[src/rtl/window_diff_if.sv]
// Pixel-in / difference-out bundle for window_diff.
// master: pixel source and result consumer. slave: the window_diff core.
interface window_diff_if;
   logic       en;
   logic [7:0] pix;
   logic [8:0] d1;
   logic [8:0] d2;
   logic [8:0] d3;
   logic [8:0] d4;
   logic [8:0] d5;
   logic       dv;
   logic       frame_done;

   modport master (
      output en, pix,
      input  d1, d2, d3, d4, d5, dv, frame_done
   );

   modport slave (
      input  en, pix,
      output d1, d2, d3, d4, d5, dv, frame_done
   );
endinterface

[src/rtl/window_diff.sv]
// window_diff: 3x3 neighbourhood difference pre-stage for shiftscale.
// Buffers two lines of a raster pixel stream and, for every interior centre,
// emits registered C-N, C-S, C-W, C-E and C-diagonal-average differences.
// Optional feature macro: WINDOW_DIFF_DIAG_EN (diagonal average on d5;
// when undefined d5 is zero and the diagonal taps and adder are absent).
module window_diff #(
   parameter int IMG_W = 128,
   parameter int IMG_H = 128
) (
   input  logic         clk_i,
   input  logic         rst_i,
   window_diff_if.slave bus
);

   localparam int CW = (IMG_W > 1) ? $clog2(IMG_W) : 1;
   localparam int RW = (IMG_H > 1) ? $clog2(IMG_H) : 1;
   localparam logic [CW-1:0] COL_LAST = CW'(IMG_W - 1);
   localparam logic [RW-1:0] ROW_LAST = RW'(IMG_H - 1);

   // Unsigned 8-bit operands extended to 9-bit two's complement difference.
   function automatic logic [8:0] diff9(input logic [7:0] a, input logic [7:0] b);
      diff9 = {1'b0, a} - {1'b0, b};
   endfunction

   logic [CW-1:0] col_q, col_d;
   logic [RW-1:0] row_q, row_d;

   // lb1 holds the previous line, lb2 the line before that.
   logic [7:0] lb1_q [IMG_W];
   logic [7:0] lb2_q [IMG_W];
   logic [7:0] rd1_s;
   logic [7:0] rd2_s;

   // Column-delay taps: c1/w1 = line-1 at c-1/c-2, n2 = line-2 at c-1,
   // s0 = current line at c-1.
   logic [7:0] c1_q;
   logic [7:0] w1_q;
   logic [7:0] n2_q;
   logic [7:0] s0_q;

   logic [8:0] d1_q, d2_q, d3_q, d4_q, d5_q;
   logic [8:0] d1_d, d2_d, d3_d, d4_d, d5_d;
   logic       dv_q, dv_d;
   logic       fd_q, fd_d;
   logic       fire_s;
   logic       last_s;
   logic [8:0] d5_s;

   // Old contents of the current column: the write below lands after the read.
   assign rd1_s = lb1_q[col_q];
   assign rd2_s = lb2_q[col_q];

`ifdef WINDOW_DIFF_DIAG_EN
   logic [7:0] nw2_q;
   logic [7:0] sw0_q;
   logic [9:0] sum_s;

   // Diagonal average: NW, NE from line-2, SW, SE from the current line.
   always_comb begin
      sum_s = {2'b00, nw2_q} + {2'b00, rd2_s} + {2'b00, sw0_q} + {2'b00, bus.pix};
      d5_s  = diff9(c1_q, sum_s[9:2]);
   end

   // Second-column diagonal taps, advanced only on accepted pixels.
   always_ff @(posedge clk_i) begin
      if (bus.en && !rst_i) begin
         nw2_q <= n2_q;
         sw0_q <= s0_q;
      end
   end
`else
   assign d5_s = 9'd0;
`endif

   // Raster position counters, frozen while en is low.
   always_comb begin
      col_d = col_q;
      row_d = row_q;
      if (bus.en) begin
         if (col_q == COL_LAST) begin
            col_d = {CW{1'b0}};
            if (row_q == ROW_LAST) begin
               row_d = {RW{1'b0}};
            end else begin
               row_d = row_q + RW'(1);
            end
         end else begin
            col_d = col_q + CW'(1);
            row_d = row_q;
         end
      end else begin
         col_d = col_q;
         row_d = row_q;
      end
   end

   // A window completes on an accepted pixel at row >= 2 and col >= 2 only.
   assign fire_s = bus.en && (row_q >= RW'(2)) && (col_q >= CW'(2));
   assign last_s = (row_q == ROW_LAST) && (col_q == COL_LAST);

   // Next output values: fresh differences on a completed window, else hold.
   always_comb begin
      d1_d = d1_q;
      d2_d = d2_q;
      d3_d = d3_q;
      d4_d = d4_q;
      d5_d = d5_q;
      dv_d = 1'b0;
      fd_d = 1'b0;
      if (fire_s) begin
         d1_d = diff9(c1_q, n2_q);
         d2_d = diff9(c1_q, s0_q);
         d3_d = diff9(c1_q, w1_q);
         d4_d = diff9(c1_q, rd1_s);
         d5_d = d5_s;
         dv_d = 1'b1;
         fd_d = last_s;
      end else begin
         dv_d = 1'b0;
         fd_d = 1'b0;
      end
   end

   // Counter and output registers with synchronous reset.
   always_ff @(posedge clk_i) begin
      if (rst_i) begin
         col_q <= {CW{1'b0}};
         row_q <= {RW{1'b0}};
         d1_q  <= 9'd0;
         d2_q  <= 9'd0;
         d3_q  <= 9'd0;
         d4_q  <= 9'd0;
         d5_q  <= 9'd0;
         dv_q  <= 1'b0;
         fd_q  <= 1'b0;
      end else begin
         col_q <= col_d;
         row_q <= row_d;
         d1_q  <= d1_d;
         d2_q  <= d2_d;
         d3_q  <= d3_d;
         d4_q  <= d4_d;
         d5_q  <= d5_d;
         dv_q  <= dv_d;
         fd_q  <= fd_d;
      end
   end

   // Line buffers and column taps; contents need no reset since dv masks them.
   always_ff @(posedge clk_i) begin
      if (bus.en && !rst_i) begin
         lb1_q[col_q] <= bus.pix;
         lb2_q[col_q] <= rd1_s;
         c1_q         <= rd1_s;
         w1_q         <= c1_q;
         n2_q         <= rd2_s;
         s0_q         <= bus.pix;
      end
   end

   assign bus.d1         = d1_q;
   assign bus.d2         = d2_q;
   assign bus.d3         = d3_q;
   assign bus.d4         = d4_q;
   assign bus.d5         = d5_q;
   assign bus.dv         = dv_q;
   assign bus.frame_done = fd_q;

endmodule
[src/flat_wrapper.sv]
// flat-port wrapper written by rule: the top's interface ports become plain ports
module window_diff_flat 
#(
   parameter int IMG_W = 128,
   parameter int IMG_H = 128
)
  (clk_i, rst_i, bus_en, bus_pix, bus_d1, bus_d2, bus_d3, bus_d4, bus_d5, bus_dv, bus_frame_done);
  window_diff_if bus_i ();
  input  logic clk_i;
  input  logic rst_i;
  input wire logic [$bits(bus_i.en)-1:0] bus_en;
  input wire logic [$bits(bus_i.pix)-1:0] bus_pix;
  output wire logic [$bits(bus_i.d1)-1:0] bus_d1;
  output wire logic [$bits(bus_i.d2)-1:0] bus_d2;
  output wire logic [$bits(bus_i.d3)-1:0] bus_d3;
  output wire logic [$bits(bus_i.d4)-1:0] bus_d4;
  output wire logic [$bits(bus_i.d5)-1:0] bus_d5;
  output wire logic [$bits(bus_i.dv)-1:0] bus_dv;
  output wire logic [$bits(bus_i.frame_done)-1:0] bus_frame_done;
  assign bus_i.en = bus_en;
  assign bus_i.pix = bus_pix;
  assign bus_d1 = bus_i.d1;
  assign bus_d2 = bus_i.d2;
  assign bus_d3 = bus_i.d3;
  assign bus_d4 = bus_i.d4;
  assign bus_d5 = bus_i.d5;
  assign bus_dv = bus_i.dv;
  assign bus_frame_done = bus_i.frame_done;
  window_diff #(.IMG_W(IMG_W), .IMG_H(IMG_H)) u_core (.clk_i(clk_i), .rst_i(rst_i), .bus(bus_i));
endmodule
[config.mk]
export PLATFORM = sky130hd
export DESIGN_NAME = window_diff_flat
export DESIGN_NICKNAME = d
export VERILOG_FILES = /design/src/rtl/window_diff_if.sv /design/src/rtl/window_diff.sv /design/src/flat_wrapper.sv
export SDC_FILE = /design/constraint.sdc
export NUM_CORES = 2
export LEC_CHECK = 0
export CAP_MARGIN = 20
export CORE_ASPECT_RATIO = 1.25
export CORE_MARGIN = 1
export CORE_UTILIZATION = 30
export DETAILED_ROUTE_END_ITERATION = 8
export SLEW_MARGIN = 20
export SYNTH_ARGS = -nofsm -noshare
export SYNTH_HDL_FRONTEND = slang
export SYNTH_SLANG_ARGS = --single-unit
[constraint.sdc]
create_clock -name clk_i -period 7.4 [get_ports clk_i]
set_clock_uncertainty 0.1 [all_clocks]
set_input_delay 0.74 -clock clk_i [delete_from_list [all_inputs] [get_ports clk_i]]
set_output_delay 0.74 -clock clk_i [all_outputs]
set_load 0.05 [all_outputs]
==> flow_metrics.tcl <==
set metrics [dict create \
    overflow 0 \
    cp-start-kind "flip-flop" \
    grtUsageMet3 0.03018 \
    syn_inst 4151 \
    async_reset_ff_frac 0 \
    busiest_layer "met2" \
    critical_path_class "flip-flop to flip-flop" \
    drcViolationCount 2 \
    yosys.area.top_type_share 0.7506 \
    firstDrtPassIters 7 \
    numCtsBuffers 201 \
    start_util 0.3024 \
    synth_seq_area_share 0.7648 \
    synth_area_um2 83210 \
    postRouteAntennaNets 0 \
    slew_violations 0 \
    ys_top_cells_by_count "edfxtp_1, mux4_2, nor2_1" \
    final_layout_size_suffix_gt1_frac 0.2317 \
    die_w_um 473.1 \
    synth_edf_count 2080 \
    drv_cap 0 \
    worstMarginPinSlew_ns 1.135 \
    fin_nets 4432 \
    slew_headroom 0.2407 \
    clock_sinks 2139 \
    ys_types 73 \
    synth_top_area_cell "edfxtp_1" \
    htreeDepth 4 \
    multi_input_area_um2 18220 \
    synth_seq_cells 2139 \
    period_share 0.7240 \
    area.sequential_um2 63670 \
    leakagePower_uw 0.02875 \
    cp.arrival_ns 5.99 \
    hpwl_um 143000 \
    grt_pass1_vias 43630 \
    cts_resized 0 \
    ioPinCount 58 \
    grt_usage 0.1668 \
    synth_top_flop_cell "edfxtp_1" \
    grt_use_met1 0.2070 \
    violations "design-rule violations" \
    insertion_delay_ns 0.89 \
    power_density_nw_per_um2 263.5 \
    routedWlPerCell_um 28.92 \
    cts_tree "done" \
    antenna_found_initial 7 \
    finalWirelength_um 237800 \
    setup_violations 0 \
    hp-class "primary input to flip-flop" \
    grtUsageMet2 0.2791 \
    core_area_um2 275200 \
    vias 43340 \
    grt_max_degree 101 \
    cts_setup_buffers 0 \
    required_ns 8.03 \
    clk_pin_slew_ns 0.07 \
    rsz0062_at_grt "no" \
    hold_viol 0 \
    cts-root-buf "clkbuf_16" \
    syn_avg_cell_area_um2 20.05 \
    cts.path.max_buffers 4 \
    cts_hold_buf 0 \
    vdd_drop_max_mv 0.1865 \
    grt_pass1_wl_um 334300 \
    status "complete, but fails checks" \
    period_minus_slack_ns 5.358 \
    fp.dieArea_um2 279500 \
    fin_setup_tns_ns 0 \
    die_h_um 590.8 \
    worst-path-max-fanout 55 \
    nFillCells 25480 \
    yosys_warnings 0 \
    fmax_mhz 186.6 \
    yosysMostFrequentCell "edfxtp_1" \
    area_delta_synth_final_pct 14.32 \
    row_count 215 \
    via_per_inst 5.271 \
    synth.area.top_cells "edfxtp_1, mux4_2, dfxtp_1, a221oi_1, mux2_2" \
    total_power_uw 25070 \
    gp_congestion 0.9122 \
    first_iter_violations 5270 \
    io_buffers 48 \
    cp-end-kind "flip-flop" \
]
==> cell type report <==
class,instances,share of cell area
sequential,2139,0.6693
multi-input combinational,1706,0.1915
clock buffer,252,0.05586
tap,3689,0.04852
timing repair buffer,280,0.02428
clock inverter,101,0.008155
inverter,53,0.002289
antenna,3,0.00007892
==> layer usage <==
layer / routed length (um) / vias up / share of wire
met5: 13 / - / 0.000055
met4: 13070 / 2 / 0.055
met3: 18890 / 489 / 0.079
met2: 116200 / 2151 / 0.49
met1: 89600 / 22960 / 0.38
li1: - / 17740 / -
==> metrics by stage <==
step	hold WS (ns)	instances	worst slack [ns]	instance area, um^2	util
6_report	0.1669	8223	2.042	95130	0.3457
5_1_grt	0.1532	8221	1.791	95130	0.3457
4_1_cts	0.1166	8219	2.029	95110	0.3456
3_5_place_dp	0.3520	7866	2.010	89020	0.3235
3_3_place_gp	0.3401	7866	2.022	89010	0.3234
2_1_floorplan	0.3264	4159	1.083	83240	-
==> cell families after synthesis <==
| group | synth area share |
|---|---|
| flip-flops | 0.7648 |
| multiplexers | 0.1306 |
| AO/OA/AOI/OAI | 0.05154 |
| AND/OR/NAND/NOR | 0.02704 |
| buffers and inverters | 0.01815 |
| adder cells (fa/ha/maj) | 0.006375 |
| XOR/XNOR | 0.001474 |
| other | 0.00004507 |
==> flip-flops by register name, summed over array words and instances (netlist names), named ones only <==
register	count
u_core.bus.frame_done	1
u_core.bus.dv	1
u_core.bus.d1	9
u_core.lb1_q	1024
u_core.n2_q	8
u_core.row_q	7
u_core.c1_q	8
u_core.bus.d3	9
u_core.lb2_q	1024
u_core.bus.d2	9
u_core.s0_q	8
u_core.w1_q	8
u_core.col_q	7
u_core.bus.d4	9
==> critical path, cell delays in order, from the launching register on <==
cell and delay (ns):
dfxtp_4 0.92, buf_12 0.43, mux4_2 0.57, mux4_2 0.53, a22oi_1 0.78, and4_1 0.41, ha_1 0.29, a21o_1 0.20
a21oi_1 0.22, o21bai_1 0.12, a21oi_1 0.27, xor2_1 0.17, o21ai_0 0.09
==> cells in the final DEF (no fill, tap or decap), types with 8 or more instances in the layout <==
master | netlist | routed
dfxtp_1 | 59 | 50
clkdlybuf4s50_1 | 0 | 39
edfxtp_1 | 2080 | 2080
a211oi_1 | 18 | 18
inv_1 | 44 | 43
nor2b_1 | 24 | 17
nand3b_1 | 20 | 20
nand4_1 | 9 | 9
o22ai_1 | 41 | 41
o221ai_1 | 19 | 19
o211ai_1 | 19 | 19
clkinv_1 | 1 | 38
xnor2_1 | 8 | 8
mux2_2 | 90 | 90
o21ai_0 | 49 | 49
nor3_1 | 32 | 31
bufinv_16 | 0 | 9
nor2_1 | 200 | 190
a22oi_1 | 78 | 78
ha_1 | 36 | 36
a21oi_1 | 75 | 75
mux2i_1 | 100 | 100
and4_1 | 8 | 8
or3_1 | 14 | 14
conb_1 | 1 | 9
o2111ai_1 | 9 | 9
buf_4 | 41 | 231
o31ai_1 | 8 | 8
a22o_1 | 23 | 23
nand2_1 | 119 | 119
clkinv_2 | 0 | 40
o21a_1 | 16 | 16
a221o_1 | 21 | 21
a221oi_1 | 129 | 129
clkbuf_16 | 0 | 203
nand3_1 | 27 | 26
mux4_2 | 393 | 393
clkbuf_1 | 89 | 44
buf_12 | 0 | 9
==> worst paths after layout <==
path               startpoint                to  slack [ns]  cells after the start
max                 flip-flop  u_core.bus.d4[6]        2.04                     12
min                     rst_i  u_core.bus.d1[2]        0.17                      2
max reg2reg         flip-flop  u_core.bus.d4[6]        2.04                     12
min reg2reg  u_core.bus.d3[4]  u_core.bus.d3[4]        0.36                      2
==> report_power, final <==
group	internal (uW)	switching, uW	total, uW
clock	5390	4410	9800
combinational	550	1150	1700
sequential	13500	60.8	13600
Note: power is estimated with default switching activity, not from simulation.
